File: src/rtl/arb_merge_pkg.sv
// arb_merge_pkg
// Shared constants and arbitration helpers for arb_merge_n.
//   ARB_FIXED / ARB_RR : values of the ARB_MODE parameter.
//   MAX_CH             : widest request vector the helpers handle (NUM_CH <= 32).
//   lowest_set()       : index of the lowest set bit (0 when none are set).
//   rr_winner()        : first set bit at or above ptr, wrapping to bit 0.
package arb_merge_pkg;

  localparam int ARB_FIXED = 0;
  localparam int ARB_RR    = 1;
  localparam int MAX_CH    = 32;

  function automatic int lowest_set(input logic [MAX_CH-1:0] req);
    int idx;
    idx = 0;
    for (int i = MAX_CH - 1; i >= 0; i--) begin
      if (req[i]) idx = i;
    end
    return idx;
  endfunction

  // Requests below ptr are masked off first; if nothing remains at or above
  // ptr the search wraps around and takes the lowest request overall.
  function automatic int rr_winner(input logic [MAX_CH-1:0] req, input int ptr);
    logic [MAX_CH-1:0] upper;
    upper = req & ~((MAX_CH'(1) << ptr) - MAX_CH'(1));
    return (upper != '0) ? lowest_set(upper) : lowest_set(req);
  endfunction

endpackage

File: src/rtl/arb_merge_n_if.sv
// arb_merge_n_if
// Handshake bundle of arb_merge_n: NUM_CH producer channels in, one merged
// stream out.
//   i_drive_n / i_data_n / o_free_n : per-channel valid, packed payload, ready
//   o_driveNext / o_data / i_freeNext : merged output valid, payload, ready
//   o_idle  : nothing buffered and no word on the output
//   o_srcId : source channel of o_data (only with ARB_MERGE_SRCID_EN)
// Modports: slave = the merge block, master = the producers/consumer side.
interface arb_merge_n_if #(
  parameter int NUM_CH     = 8,
  parameter int DATA_WIDTH = 12
);
  import arb_merge_pkg::*;

  localparam int ID_W = $clog2(NUM_CH);

  logic [NUM_CH-1:0]            i_drive_n;
  logic [NUM_CH*DATA_WIDTH-1:0] i_data_n;
  logic [NUM_CH-1:0]            o_free_n;
  logic                         o_driveNext;
  logic [DATA_WIDTH-1:0]        o_data;
  logic                         i_freeNext;
  logic                         o_idle;
`ifdef ARB_MERGE_SRCID_EN
  logic [ID_W-1:0]              o_srcId;

  modport slave  (input  i_drive_n, i_data_n, i_freeNext,
                  output o_free_n, o_driveNext, o_data, o_idle, o_srcId);
  modport master (output i_drive_n, i_data_n, i_freeNext,
                  input  o_free_n, o_driveNext, o_data, o_idle, o_srcId);
`else
  modport slave  (input  i_drive_n, i_data_n, i_freeNext,
                  output o_free_n, o_driveNext, o_data, o_idle);
  modport master (output i_drive_n, i_data_n, i_freeNext,
                  input  o_free_n, o_driveNext, o_data, o_idle);
`endif

endinterface

File: src/rtl/sync_fifo_n.sv
// sync_fifo_n
// Single-clock FIFO with a combinational read port (head word always on rdata).
//   clk, rst     : clock, asynchronous active-high reset (pointers only)
//   push, wdata  : write request and data, ignored when full
//   pop          : advance past the head word, ignored when empty
//   rdata        : current head word (undefined when empty)
//   full, empty  : status from the registered pointers
// Pointers carry one wrap bit above the address: equal addresses with equal
// wrap bits means empty, with different wrap bits means full.
module sync_fifo_n
  import arb_merge_pkg::*;
#(
  parameter int DATA_WIDTH = 12,
  parameter int FIFO_DEPTH = 4
) (
  input  logic                  clk,
  input  logic                  rst,
  input  logic                  push,
  input  logic                  pop,
  input  logic [DATA_WIDTH-1:0] wdata,
  output logic [DATA_WIDTH-1:0] rdata,
  output logic                  full,
  output logic                  empty
);

  localparam int AW = $clog2(FIFO_DEPTH);

  logic [DATA_WIDTH-1:0] mem [FIFO_DEPTH];
  logic [AW:0]           wr_ptr;
  logic [AW:0]           rd_ptr;
  logic                  do_push;
  logic                  do_pop;

  assign empty   = (wr_ptr == rd_ptr);
  assign full    = (wr_ptr[AW-1:0] == rd_ptr[AW-1:0]) && (wr_ptr[AW] != rd_ptr[AW]);
  assign do_push = push && !full;
  assign do_pop  = pop && !empty;
  assign rdata   = mem[rd_ptr[AW-1:0]];

  // NOTE: state registers use non-blocking assignments so every flop samples pre-edge values.
  always_ff @(posedge clk or posedge rst) begin
    if (rst) begin
      wr_ptr <= '0;
      rd_ptr <= '0;
    end else begin
      if (do_push) wr_ptr <= wr_ptr + (AW+1)'(1);
      if (do_pop)  rd_ptr <= rd_ptr + (AW+1)'(1);
    end
  end

  // NOTE: the storage array is not reset; the pointers alone define which entries are valid.
  always_ff @(posedge clk) begin
    if (do_push) mem[wr_ptr[AW-1:0]] <= wdata;
  end

endmodule

File: src/rtl/arb_merge_n.sv
// arb_merge_n
// N-to-1 arbitrated merge: each producer channel feeds its own sync_fifo_n,
// and one non-empty FIFO per load is popped into a registered output stage.
//   clk, rst : clock, asynchronous active-high reset
//   bus      : arb_merge_n_if.slave (channel inputs, merged output, o_idle)
// Parameters: NUM_CH (2..32), DATA_WIDTH, FIFO_DEPTH (power of two, >= 2),
// ARB_MODE (ARB_FIXED: lowest index wins, ARB_RR: rotating pointer).
// Optional: ARB_MERGE_SRCID_EN stores the channel index with each FIFO entry
// and presents it on o_srcId alongside o_data.
module arb_merge_n
  import arb_merge_pkg::*;
#(
  parameter int NUM_CH     = 8,
  parameter int DATA_WIDTH = 12,
  parameter int FIFO_DEPTH = 4,
  parameter int ARB_MODE   = ARB_FIXED
) (
  input logic         clk,
  input logic         rst,
  arb_merge_n_if.slave bus
);

  localparam int ID_W = $clog2(NUM_CH);
`ifdef ARB_MERGE_SRCID_EN
  localparam int ENTRY_W = DATA_WIDTH + ID_W;
`else
  localparam int ENTRY_W = DATA_WIDTH;
`endif

  logic [NUM_CH-1:0]     full;
  logic [NUM_CH-1:0]     empty;
  logic [NUM_CH-1:0]     free;
  logic [NUM_CH-1:0]     push;
  logic [NUM_CH-1:0]     pop;
  logic [NUM_CH-1:0]     req;
  logic [ENTRY_W-1:0]    rd_entry [NUM_CH];

  logic                  rdy_q;
  logic [ID_W-1:0]       ptr_q;
  logic [ID_W-1:0]       win_idx;
  logic                  drive_q;
  logic [DATA_WIDTH-1:0] data_q;
  logic                  any_req;
  logic                  load;
  logic                  grant;

  // Holds every o_free_n low while rst is asserted; the FIFOs come out of
  // reset empty, so without this the channels would look ready during reset.
  always_ff @(posedge clk or posedge rst) begin
    if (rst) rdy_q <= 1'b0;
    else     rdy_q <= 1'b1;
  end

  // Readiness comes only from the registered count, so a full FIFO refuses a
  // push even in the cycle it is being popped.
  assign free         = ~full & {NUM_CH{rdy_q}};
  assign push         = bus.i_drive_n & free;
  assign bus.o_free_n = free;

  for (genvar k = 0; k < NUM_CH; k++) begin : g_ch
    logic [ENTRY_W-1:0] wr_entry;
`ifdef ARB_MERGE_SRCID_EN
    assign wr_entry = {ID_W'(k), bus.i_data_n[k*DATA_WIDTH +: DATA_WIDTH]};
`else
    assign wr_entry = bus.i_data_n[k*DATA_WIDTH +: DATA_WIDTH];
`endif

    sync_fifo_n #(
      .DATA_WIDTH (ENTRY_W),
      .FIFO_DEPTH (FIFO_DEPTH)
    ) u_fifo (
      .clk   (clk),
      .rst   (rst),
      .push  (push[k]),
      .pop   (pop[k]),
      .wdata (wr_entry),
      .rdata (rd_entry[k]),
      .full  (full[k]),
      .empty (empty[k])
    );

    assign pop[k] = grant && (win_idx == ID_W'(k));
  end

  assign req     = ~empty;
  assign any_req = |req;
  // The output stage accepts a new word when it is empty or being drained.
  assign load    = ~drive_q | bus.i_freeNext;
  assign grant   = load & any_req;

  // NOTE: every variable assigned in always_comb gets a default first so no latch is inferred.
  always_comb begin
    win_idx = '0;
    if (ARB_MODE == ARB_RR) win_idx = ID_W'(rr_winner(MAX_CH'(req), int'(ptr_q)));
    else                    win_idx = ID_W'(lowest_set(MAX_CH'(req)));
  end

`ifdef ARB_MERGE_SRCID_EN
  logic [ID_W-1:0] id_q;

  always_ff @(posedge clk or posedge rst) begin
    if (rst)        id_q <= '0;
    else if (grant) id_q <= rd_entry[win_idx][ENTRY_W-1:DATA_WIDTH];
  end

  assign bus.o_srcId = id_q;
`endif

  always_ff @(posedge clk or posedge rst) begin
    if (rst) begin
      drive_q <= 1'b0;
      data_q  <= '0;
      ptr_q   <= '0;
    end else begin
      // A load with nothing to grant empties the output; o_data keeps its value.
      if (load) drive_q <= any_req;
      if (grant) begin
        data_q <= rd_entry[win_idx][DATA_WIDTH-1:0];
        if (ARB_MODE == ARB_RR) begin
          ptr_q <= (win_idx == ID_W'(NUM_CH - 1)) ? '0 : win_idx + ID_W'(1);
        end
      end
    end
  end

  assign bus.o_driveNext = drive_q;
  assign bus.o_data      = data_q;
  assign bus.o_idle      = ~drive_q & (&empty);

endmodule

File: src/flat_wrapper.sv
// flat-port wrapper written by rule: the top's interface ports become plain ports
module arb_merge_n_flat import arb_merge_pkg::*;
#(
  parameter int NUM_CH     = 8,
  parameter int DATA_WIDTH = 12,
  parameter int FIFO_DEPTH = 4,
  parameter int ARB_MODE   = ARB_FIXED
)
  (clk, rst, bus_i_drive_n, bus_i_data_n, bus_i_freeNext, bus_o_free_n, bus_o_driveNext, bus_o_data, bus_o_idle);
  arb_merge_n_if #(.NUM_CH(NUM_CH), .DATA_WIDTH(DATA_WIDTH)) bus_i ();
  input logic clk;
  input logic rst;
  input wire logic [$bits(bus_i.i_drive_n)-1:0] bus_i_drive_n;
  input wire logic [$bits(bus_i.i_data_n)-1:0] bus_i_data_n;
  input wire logic [$bits(bus_i.i_freeNext)-1:0] bus_i_freeNext;
  output wire logic [$bits(bus_i.o_free_n)-1:0] bus_o_free_n;
  output wire logic [$bits(bus_i.o_driveNext)-1:0] bus_o_driveNext;
  output wire logic [$bits(bus_i.o_data)-1:0] bus_o_data;
  output wire logic [$bits(bus_i.o_idle)-1:0] bus_o_idle;
  assign bus_i.i_drive_n = bus_i_drive_n;
  assign bus_i.i_data_n = bus_i_data_n;
  assign bus_i.i_freeNext = bus_i_freeNext;
  assign bus_o_free_n = bus_i.o_free_n;
  assign bus_o_driveNext = bus_i.o_driveNext;
  assign bus_o_data = bus_i.o_data;
  assign bus_o_idle = bus_i.o_idle;
  arb_merge_n #(.NUM_CH(NUM_CH), .DATA_WIDTH(DATA_WIDTH), .FIFO_DEPTH(FIFO_DEPTH), .ARB_MODE(ARB_MODE)) u_core (.clk(clk), .rst(rst), .bus(bus_i));
endmodule
File: config.mk
export PLATFORM = sky130hd
export DESIGN_NAME = arb_merge_n_flat
export DESIGN_NICKNAME = d
export VERILOG_FILES = /design/src/rtl/arb_merge_pkg.sv /design/src/rtl/arb_merge_n_if.sv /design/src/rtl/sync_fifo_n.sv /design/src/rtl/arb_merge_n.sv /design/src/flat_wrapper.sv
export SDC_FILE = /design/constraint.sdc
export NUM_CORES = 1
export LEC_CHECK = 0
export BUFFER_PORTS_ARGS = -buffer_cell sky130_fd_sc_hd__buf_2
export CAP_MARGIN = 30
export CORE_AREA = 2 2 283 173
export CTS_CLUSTER_DIAMETER = 30
export DETAILED_ROUTE_END_ITERATION = 7
export DIE_AREA = 0 0 285 175
export GPL_TIMING_DRIVEN = 0
export PLACE_DENSITY = 0.6
export SLEW_MARGIN = 20
export SYNTH_ARGS = -nofsm -noshare
export SYNTH_HDL_FRONTEND = slang
export SYNTH_SLANG_ARGS = --single-unit
File: constraint.sdc
create_clock -name clk -period 3.4 [get_ports clk]
set_input_delay 0.34 -clock clk [delete_from_list [all_inputs] [get_ports clk]]
set_output_delay 0.34 -clock clk [all_outputs]
set_load 0.01 [all_outputs]
After elaboration in Yosys (flattened, before gate mapping). Memory sizes are Yosys's and may differ from the RTL's. Index checks and enable logic that the tools add are counted.

Add/subtract/negate cells: 16. $lt $le $gt $ge: 1. Equal/unequal tests: 31. Multiplexer cells: 27. Bitwise gates (word level): 9. Reductions and logical operators: 51.

Operators by type and width (number): adder 3 x 1 -> 3 bit, second input constant (16); binary-select mux 12 bit (select 3 bit) (1); logical AND 1 bit (32); equality test 3 bit (8); 2-to-1 mux 12 bit (2); 2-to-1 mux 3 bit (8); bitwise AND 8 bit (2); equality test 2 bit (8); logical NOT 1 bit (16); 2-to-1 mux 1 bit (16); NOT 8 bit (2); equality test 3 bit, second input constant (4); inequality test 1 bit (8); AND reduction 8 bit (1); OR reduction 8 bit (1); equality test 3 x 2 -> 1 bit, second input constant (2); >= comparator 4 bit, second input constant (1); NOT 3 -> 4 bit (1); equality test 3 x 1 -> 1 bit, second input constant (1); logical NOT 3 bit (1); bitwise AND 1 bit (2); NOT 1 bit (1); bitwise OR 1 bit (1).

Bits in registers: 62. RAM bits: 384. Input port bits: 107. Output and inout port bits: 22. Logic and storage cells: 162. Memories kept: 8.

Memory list: u_core.g_ch[0].u_fifo.mem (depth 4, bits a word 12, rd ports 1, clocked after Yosys merged registers in 0, write ports 1, line sync_fifo_n.sv:28) `logic [DATA_WIDTH-1:0] mem [FIFO_DEPTH];`; u_core.g_ch[1].u_fifo.mem (depth 4, bits a word 12, rd ports 1, clocked after Yosys merged registers in 0, write ports 1, line sync_fifo_n.sv:28); u_core.g_ch[2].u_fifo.mem (depth 4, bits a word 12, rd ports 1, clocked after Yosys merged registers in 0, write ports 1, line sync_fifo_n.sv:28); u_core.g_ch[3].u_fifo.mem (depth 4, bits a word 12, rd ports 1, clocked after Yosys merged registers in 0, write ports 1, line sync_fifo_n.sv:28); u_core.g_ch[4].u_fifo.mem (depth 4, bits a word 12, rd ports 1, clocked after Yosys merged registers in 0, write ports 1, line sync_fifo_n.sv:28); u_core.g_ch[5].u_fifo.mem (depth 4, bits a word 12, rd ports 1, clocked after Yosys merged registers in 0, write ports 1, line sync_fifo_n.sv:28); +2 memories.

Depth between registers and ports, before layout. Gate-level depths: netlist (run 1).

Depth in word-level cells: 14. Depth in mapped cells: 9. Mapped depth without buffers: 7.

Modules after synthesis. From an unflattened synthesis (run 1), not the netlist that was laid out.

Cell total of the unflattened synthesis: 1092. Area, all modules: 19565.0 µm².

Modules (own cells, without submodules): sync_fifo_n (u_core.g_ch[1].u_fifo ...) (instances 7, cells an instance 113, area each 2252.2 µm², sequential area each 1591.5 µm²); sync_fifo_n (u_core.g_ch[0].u_fifo) (instances 1, cells an instance 113, area each 2244.7 µm², sequential area each 1591.5 µm²); arb_merge_n (instances 1, cells an instance 188, area each 1555.2 µm², sequential area each 350.3 µm²).

Worst setup path after synthesis (run 1). Ideal clock, no wire load.

Path kind: reg2reg. From: register u_core.g_ch[0].u_fifo.rd_ptr[0]. To: register u_core.g_ch[6].u_fifo.rd_ptr[1]. Library setup time: 125 ps. Arrival time: 2230 ps. Path slack: 1045 ps. Stages on the path, launching flop included: 7. Buffers on the path: 1. Cells stage by stage: dfrtp_1 > buf_6 > xor2_1 > or3_4 > or4_4 > nor3b_4 > mux2_2.

Word-level cells in the longest chain between the ends: 6.

Ends and longest elaborated chain: from (decl) (line sync_fifo_n.sv:30) `logic [AW:0] rd_ptr;`; from (signal assigned) (line sync_fifo_n.sv:47) `if (do_pop) rd_ptr <= rd_ptr + (AW+1)'(1);`; equality test 3 bit * (line sync_fifo_n.sv:34) `assign empty = (wr_ptr == rd_ptr);`; NOT 8 bit * (line arb_merge_n.sv:85) `assign req = ~empty;`; OR reduction 8 bit or 2-to-1 mux 3 bit (tied branches) (line arb_merge_n.sv:86, arb_merge_pkg.sv:17); bitwise AND 1 bit or equality test 3 bit (tied branches) (line arb_merge_n.sv:89, arb_merge_n.sv:82); logical AND 1 bit * (line arb_merge_n.sv:82) `assign pop[k] = grant && (win_idx == ID_W'(k));`; logical AND 1 bit * (line sync_fifo_n.sv:37) `assign do_pop = pop && !empty;`; to (signal assigned) (line sync_fifo_n.sv:47); to (decl) (line sync_fifo_n.sv:30).

Mark *: on every way between the ends. The rest lies on a longest branch, timed or not. A chain may end at the register's enable or synchronous reset.

Worst setup path in the final report (run 1).
From: register u_core.g_ch[7].u_fifo.rd_ptr[0]. To: register u_core.data_q[4], in the netlist u_core.bus.o_data[4].

Word-level cells in the longest chain between the ends: 14.

Ends and longest elaborated chain: from (decl) (line sync_fifo_n.sv:30); from (signal assigned) (line sync_fifo_n.sv:47); equality test 3 bit (line sync_fifo_n.sv:34); NOT 8 bit (line arb_merge_n.sv:85); 2-to-1 mux 3 bit (8 in series) (line arb_merge_pkg.sv:17) `if (req[i]) idx = i;`; NOT 3 -> 4 bit (not written as such) (line arb_merge_n.sv:118) `data_q <= rd_entry[win_idx][DATA_WIDTH-1:0];`; binary-select mux 12 bit (select 3 bit) (line arb_merge_n.sv:118); 2-to-1 mux 12 bit (not written as such) (2 in series) (line arb_merge_n.sv:118); to (signal assigned) (line arb_merge_n.sv:118); to (decl) (line arb_merge_n.sv:42) `logic [DATA_WIDTH-1:0] data_q;`.

Several ways; a longest one is shown, not always the timed one. The select of a mux whose other input is x is not followed.

==> key figures, run 1 <==
Layout
  – FILL cells: just under 4000
  – Final nets: 1413
  – Area growth, synth to finish: 27.7%
  – Area of the multi-input gates: 0.00477 mm²
  – Most frequent cells in the layout: edfxtp_1 (384), buf_2 (137), dlygate4sd3_1 (97)
  – Register area: around 0.013 mm²
  – Layout cells sized above 1: 30.6%
  – Post-route insts no fill: a little under 2000
  – Most common cell after layout, fill and taps aside: edfxtp_1
  – Post-route cell area: around 0.023 mm²

STA
  – Max-Slew Margin vs Limit: about two fifths
  – Fin. max-slew vios: 0
  – Final Critical Period: approximately 3000 ps
  – Final setup viols: 0
  – Fin crit share: around nine tenths
  – Hold_ws: approximately 76 ps
  – Post-Route Skew: between 20 and 30 ps
  – Final hold viol count: 0
  – Actual slew at the worst max-slew pin: 901 ps
  – Setup TNS: 0 ps
  – Unrepaired setup endpoints after global routing: false
  – Fmax: approximately 330 MHz

CTS
  – CTS H-tree depth: 3
  – Sink Count: ~450
  – Clock tree root buffer cell: clkbuf_16
  – Num CTS Buffers: between 70 and 80
  – CTS tree: built
  – CTS Buffer Depth: 3
  – Worst-Skew Late Latency: 590 ps
  – Worst-path clk slew: ~50 ps

Placed design
  – PortBufs: 128
  – Placed Cells: ~1700
  – Placed Instance Area: 0.0197 mm²
  – DP HPWL: ~30000 µm
  – Gp weighted congestion: between 0.8 and 0.9

Worst setup path
  – FF-to-FF End: u_core.bus.o_data[4]$_DFFE_PP0P_
  – CP arrival: approximately 3500 ps
  – Setup Crit Path Kind: register to register
  – Worst-path cell chain: buf_2 > xor2_1 > nor3_2 > a211oi_2 > o21ai_2 > clkbuf_1 > nor3b_1 > o31ai_1 > o2111ai_1
  – Startpoint types: register
  – Worst setup path startpoint: u_core.g_ch[7].u_fifo.rd_ptr[0]$_DFFE_PP0P_
  – Buf/Inv on CP: 2
  – CP top delay family: compound AO/OA/AOI/OAI gates
  – Worst r2r src: u_core.g_ch[7].u_fifo.rd_ptr[0]$_DFFE_PP0P_
  – Reg2reg path depth: 9
  – Slowest stage delay, CP: roughly 470 ps
  – CP Data Required Time: between 3000 and 4000 ps
  – Crit end category: register
  – R2R Setup Slk: 370 ps
  – Slowest CP cell: o31ai_1
  – CP Max Fanout: 10

Hold path
  – Hold path endpoint: u_core.g_ch[5].u_fifo.wr_ptr[0]$_DFFE_PP0P_
  – Hold_sp: bus_i_drive_n[5]
  – Hold depth: 3
  – Worst Hold Class: primary input to register

Floorplanning
  – IO Count: 129
  – Core area: around 0.047 mm²
  – Die width: around 290 µm
  – Starting density of the core: between 30% and 40%
  – Die area: 0.0499 mm²
  – Row count: 62
  – Die span in y: ~180 µm

Route
  – WL final: 43200 µm
  – Met1 WL: 20600 µm
  – Top Layer Used: met5
  – Vias: 10014
  – Met2 WL: 18500 µm
  – Wire length on met3: about 3000 µm
  – Antenna viol nets, final: 0
  – DRC: 0
  – Via density: between 5 and 6
  – Drt wl/cell: ~22 µm
  – Drt first pass iters: 5
  – Initial drt markers: between 800 and 900

Synthesis
  – #FFs+latches synth: between 400 and 500
  – Synth Instances: ~960
  – Count of cell types in the netlist: 52
  – Syn_nets: between 1000 and 1500
  – Ys flop type: edfxtp_1
  – Asr flop ratio synth: approximately 14%
  – Number of synthesized flops with an enable pin: 384
  – Sequential area share after synthesis: a little under three quarters
  – Avg Inst Size Synth: ~19 µm²
  – Synth warn: 0
  – Synthesized cell area: around 0.018 mm²

Global route
  – Pin count of the biggest net entering global routing: 52
  – First-pass GRT wire length: roughly 65000 µm
  – Initial antenna violation count: 11
  – GRT Overall Usage: roughly 18%
  – Number of global-route vias before repair: ~10000
  – GRT overflow: 0

Pwr
  – Switch share: 29.5%
  – Clock Power Share: between 40% and 50%
  – Power share of the sequential group: between 30 and 40%
  – Int Power: 13.2 mW
  – VDD IR max: 0.373 mV
  – Comb pwr share: between 20% and 30%
  – Psw: 5.55 mW
  – Power per cell area: roughly 810 mW/mm²
  – Lkg Pwr: approximately 8.5 nW

Status
  – Status: completed

Job
  – Total of max-cap violations: 0
## synthesized netlist by cell type, types with 20 or more instances
master	instances	area share (%)
edfxtp_1	384	63
mux4_2	96	12
xor2_1	35	1.7
nor3b_1	24	0.99
inv_1	55	1.1
dfrtp_1	62	8.5
xnor2_1	20	0.96
ha_1	40	2.7
and3_1	36	1.2
nand2_1	29	0.60
clkbuf_1	21	0.43
## flip-flops by register name, summed over array words and instances (netlist names)
register                   flops
u_core.rdy_q                   1
u_core.g_ch.u_fifo.mem       384
u_core.bus.o_driveNext         1
u_core.g_ch.u_fifo.rd_ptr     24
u_core.bus.o_data             12
u_core.g_ch.u_fifo.wr_ptr     24
## worst register-to-register path: stages, from the launching register on
cell       delay [ps]
dfrtp_1           370
buf_2             180
xor2_1            170
nor3_2            450
a211oi_2          210
o21ai_2           360
clkbuf_1          360
nor3b_1           100
o31ai_1           470
o2111ai_1         200
## cell type report
type	count	share of cell area, %
diodes	5	0.0537
plain buffers	37	0.774
clock buffers	85	8.53
clock inverters	50	2.32
inverters	55	0.897
multi-input cells	420	20.5
flip-flops and latches	446	56.2
well taps	640	3.44
repair buffers	232	7.33
## repair_timing
action                     4_1_cts  5_1_grt
setup buffers                    0        0
hold buffers                    97        0
resized for setup                0        1
hold endpoints to repair       446        0
setup endpoints to repair        0        5
## power groups by stage
stage          clock network, mW  registers (mW)  logic (mW)
2_1_floorplan                  0            7.23        2.57
3_3_place_gp                   0            7.31        3.83
3_5_place_dp                   0            7.34        3.90
4_1_cts                     7.65            7.24        4.01
5_1_grt                     7.92            7.32        4.40
6_report                    7.52            7.24        4.05
## logic make-up (layout without fill, tap and decap cells)
kind of cell	count (synthesis)	count (layout)	synth area share (%)
fa+ha+maj	40	40	2.74
flops	446	446	71.7
compound gates	79	79	3.31
other cells	1	6	0.0206
simple gates	132	132	4.49
xor+xnor	56	56	2.73
mux	112	112	12.8
buf+inv	92	459	2.12
## routing by layer
layer  global-route usage (%)  vias up
met2                     24.8      337
li1                         -     4472
met4                     5.48        2
met3                     4.96       77
met1                     26.8     5126
met5                        0        -
## worst max-delay path by stage
stage / end / depth (start not counted) / slack (ps)
after floorplan: u_core.g_ch[6].u_fifo.rd_ptr[1]$_DFFE_PP0P_ / 6 / 1040
after detailed placement: u_core.bus.o_data[4]$_DFFE_PP0P_ / 9 / 190
after CTS: u_core.bus.o_data[4]$_DFFE_PP0P_ / 9 / 160
final: u_core.bus.o_data[4]$_DFFE_PP0P_ / 9 / 370
after global routing: u_core.bus.o_data[4]$_DFFE_PP0P_ / 9 / 160
after global placement: u_core.bus.o_data[4]$_DFFE_PP0P_ / 9 / 250
## per-stage QoR
| step | power (mW) | setup slack (ps) | util (%) |
|---|---|---|---|
| 2_1_floorplan | 9.80 | 1040 | - |
| 3_3_place_gp | 11.1 | 253 | 41.6 |
| 3_5_place_dp | 11.2 | 193 | 41.6 |
| 4_1_cts | 18.9 | 157 | 49.0 |
| 5_1_grt | 19.6 | 158 | 49.2 |
| 6_report | 18.8 | 372 | 49.2 |
No activity file was read; power rests on OpenSTA's default activity.
==> run 2, diff against run 1 <==
CORE_AREA = 2 2 194 196   (was 2 2 283 173)
DIE_AREA = 0 0 196 198   (was 0 0 285 175)
PLACE_DENSITY = not set   (was 0.6)
PLACE_DENSITY_LB_ADDON = 0.2   (was not set)
==> run 2 against run 1 <==
  * Core utilization rose by 14 points
  * Global-route usage rose by 3.3 points
  * Sequential share of layout area fell by 0.28 points
  * Via count fell by 2.5%
  * Sequential power barely moved
  * Critical path depth did not move
  * Flip-flop and latch count did not move
  * Count of clock-buffer cells in the layout rose by 26
  * Final cell count fell by 7.8%
  * Clock skew fell by 1.6 ps
  * Largest cell class unchanged
  * Combinational power fell by 4%
  * Highest routed layer is now met4
  * Critical path type unchanged
  * Power rose by 3.1%
==> key figures, run 2 (synthesis gave the netlist of run 1 again) <==
Pwr
  – Clock Power Share: a little over two fifths
  – Int Power: about 14 mW
  – VDD IR max: approximately 0.46 mV
  – Switch share: a little over a quarter
  – Power share of the sequential group: roughly 37%
  – Comb pwr share: between 20% and 30%
  – Power per cell area: 828 mW/mm²
  – Psw: between 5 and 6 mW
  – Lkg Pwr: ~8.7 nW

Job
  – Total of max-cap violations: 0

Worst setup path
  – Slowest stage delay, CP: about 700 ps
  – Buf/Inv on CP: 2
  – Startpoint types: register
  – CP Data Required Time: around 3800 ps
  – CP Max Fanout: 10
  – CP top delay family: compound AO/OA/AOI/OAI gates
  – CP arrival: 3700 ps
  – Worst-path cell chain: buf_2 > xor2_1 > nor3_2 > a211oi_2 > o21ai_2 > clkbuf_1 > nor3b_1 > o31ai_1 > o2111ai_1
  – Crit end category: register
  – Slowest CP cell: o31ai_1
  – Setup Crit Path Kind: register to register

CTS
  – CTS Buffer Depth: 3
  – Sink Count: roughly 450
  – Post-CTS Setup Bufs: 0
  – CTS tree: built
  – Worst-path clk slew: 50 ps
  – Worst-Skew Late Latency: roughly 600 ps
  – Clock tree root buffer cell: clkbuf_16
  – Num CTS Buffers: 83
  – CTS H-tree depth: 3

Route
  – Vias: around 9800
  – WL final: slightly below 40000 µm
  – DRC: 0
  – Drt first pass iters: 5
  – Initial drt markers: around 600
  – Via density: approximately 5.4
  – Drt wl/cell: approximately 22 µm
  – Antenna viol nets, final: 0

Layout
  – Most frequent cells in the layout: edfxtp_1 (384), buf_2 (137), dlygate4sd3_1 (97)
  – Final nets: roughly 1400
  – Most common cell after layout, fill and taps aside: edfxtp_1
  – Post-route cell area: roughly 0.023 mm²
  – Area growth, synth to finish: 28.3%
  – FILL cells: ~2600
  – Layout cells sized above 1: between 30% and 40%
  – Max reg flops: 384

Global route
  – First-pass GRT wire length: 60000 µm
  – GRT overflow: 0
  – GRT Overall Usage: a little over a fifth
  – Initial antenna violation count: 1
  – Number of global-route vias before repair: slightly above 10000
  – Pin count of the biggest net entering global routing: between 50 and 60

STA
  – Final Critical Period: approximately 3300 ps
  – Final setup viols: 0
  – Fmax: 306 MHz
  – Fin. max-slew vios: 0
  – Unrepaired setup endpoints after global routing: false
  – Post-Route Skew: around 25 ps
  – Max-Slew Margin vs Limit: between 20% and 30%
  – Fin crit share: between 90 and 100%
  – Final hold viol count: 0
  – Setup TNS: 0 ps
  – Actual slew at the worst max-slew pin: about 1000 ps

Placed design
  – Gp weighted congestion: 0.882
  – PortBufs: 128
  – DP HPWL: about 26000 µm
  – Placed Instance Area: 0.0195 mm²

Floorplanning
  – Row count: 71
  – Die width: around 200 µm
  – Die area: ~0.039 mm²
  – IO Count: 129
  – Die span in y: 198 µm
  – Starting density of the core: ~49%
  – Core area: around 0.037 mm²

Hold path
  – Worst Hold Class: primary input to register

Status
  – Status: completed
## run 2: cell count changes in the layout (fill, tap and decap cells not counted), sizes merged
cell and change:
clkbuf +26, inv -18, clkinv +8, buf -4, bufinv +4, diode -4
clkinvlp +1
## run 2: path summary, 6_finish.rpt
kind | cells after the start | start | to | slack [ps]
worst max-delay path | 9 | u_core.g_ch[7].u_fifo.rd_ptr[0]$_DFFE_PP0P_ | u_core.bus.o_data[8]$_DFFE_PP0P_ | 130
max in group asynchronous | 4 | rst | u_core.g_ch[1].u_fifo.rd_ptr[1]$_DFFE_PP0P_ | 2650
worst min register to register | 1 | u_core.g_ch[3].u_fifo.wr_ptr[2]$_DFFE_PP0P_ | u_core.g_ch[3].u_fifo.wr_ptr[2]$_DFFE_PP0P_ | 480
min in group asynchronous | 3 | rst | u_core.g_ch[7].u_fifo.rd_ptr[1]$_DFFE_PP0P_ | 200
worst max register to register | 9 | u_core.g_ch[7].u_fifo.rd_ptr[0]$_DFFE_PP0P_ | u_core.bus.o_data[8]$_DFFE_PP0P_ | 130
worst min-delay path | 3 | bus_i_drive_n[5] | u_core.g_ch[5].u_fifo.wr_ptr[0]$_DFFE_PP0P_ | 60
## run 2: layout make-up
type / instances / area, µm² / share of cell area [%]
diodes: 1 / 2.50 / 0.0107
plain buffers: 37 / 180 / 0.770
clock buffers: 111 / 2340 / 9.98
clock inverters: 45 / 549 / 2.35
inverters: 55 / 209 / 0.893
multi-input cells: 420 / 4790 / 20.5
flip-flops and latches: 446 / 13100 / 55.9
well taps: 474 / 593 / 2.53
repair buffers: 228 / 1660 / 7.10
## run 2: tightest hold or removal path: stages
cell and delay (ps):
buf_2 120, nand2_1 90, xnor2_1 70
## run 2: timing repair
action | 4_1_cts | 5_1_grt
gates resized for setup | 1 | 4
hold buffers | 97 | 0
hold endpoints to repair | 446 | 0
setup endpoints to repair | 1 | 8
## run 2: stage by stage
stage	setup slack [ps]	util, %	hold slack (ps)	instances	total power [mW]
after floorplan	1040	-	439	958	9.80
after global placement	7.83	52.7	473	1560	11.0
after detailed placement	21.5	52.8	264	1561	11.1
after CTS	12.0	63.2	47.6	1814	19.5
after global routing	0.318	63.3	73.9	1817	20.2
final	128	63.3	62.2	1817	19.4
## run 2: layer usage
| metal | track usage [%] | vias to the layer above | share of wire [%] |
|---|---|---|---|
| met2 | 35.6 | 270 | 51 |
| met1 | 26.8 | 4968 | 40 |
| met5 | 0 | - | 0 |
| li1 | - | 4472 | - |
| met3 | 5.06 | 55 | 6.1 |
| met4 | 7.46 | 0 | 2.2 |
## run 2: power by group through the flow
| stage | clock network [mW] | registers [mW] | logic, mW |
|---|---|---|---|
| 2_1_floorplan | 0 | 7.23 | 2.57 |
| 3_3_place_gp | 0 | 7.28 | 3.71 |
| 3_5_place_dp | 0 | 7.31 | 3.78 |
| 4_1_cts | 8.39 | 7.22 | 3.90 |
| 5_1_grt | 8.68 | 7.29 | 4.27 |
| 6_report | 8.29 | 7.21 | 3.89 |
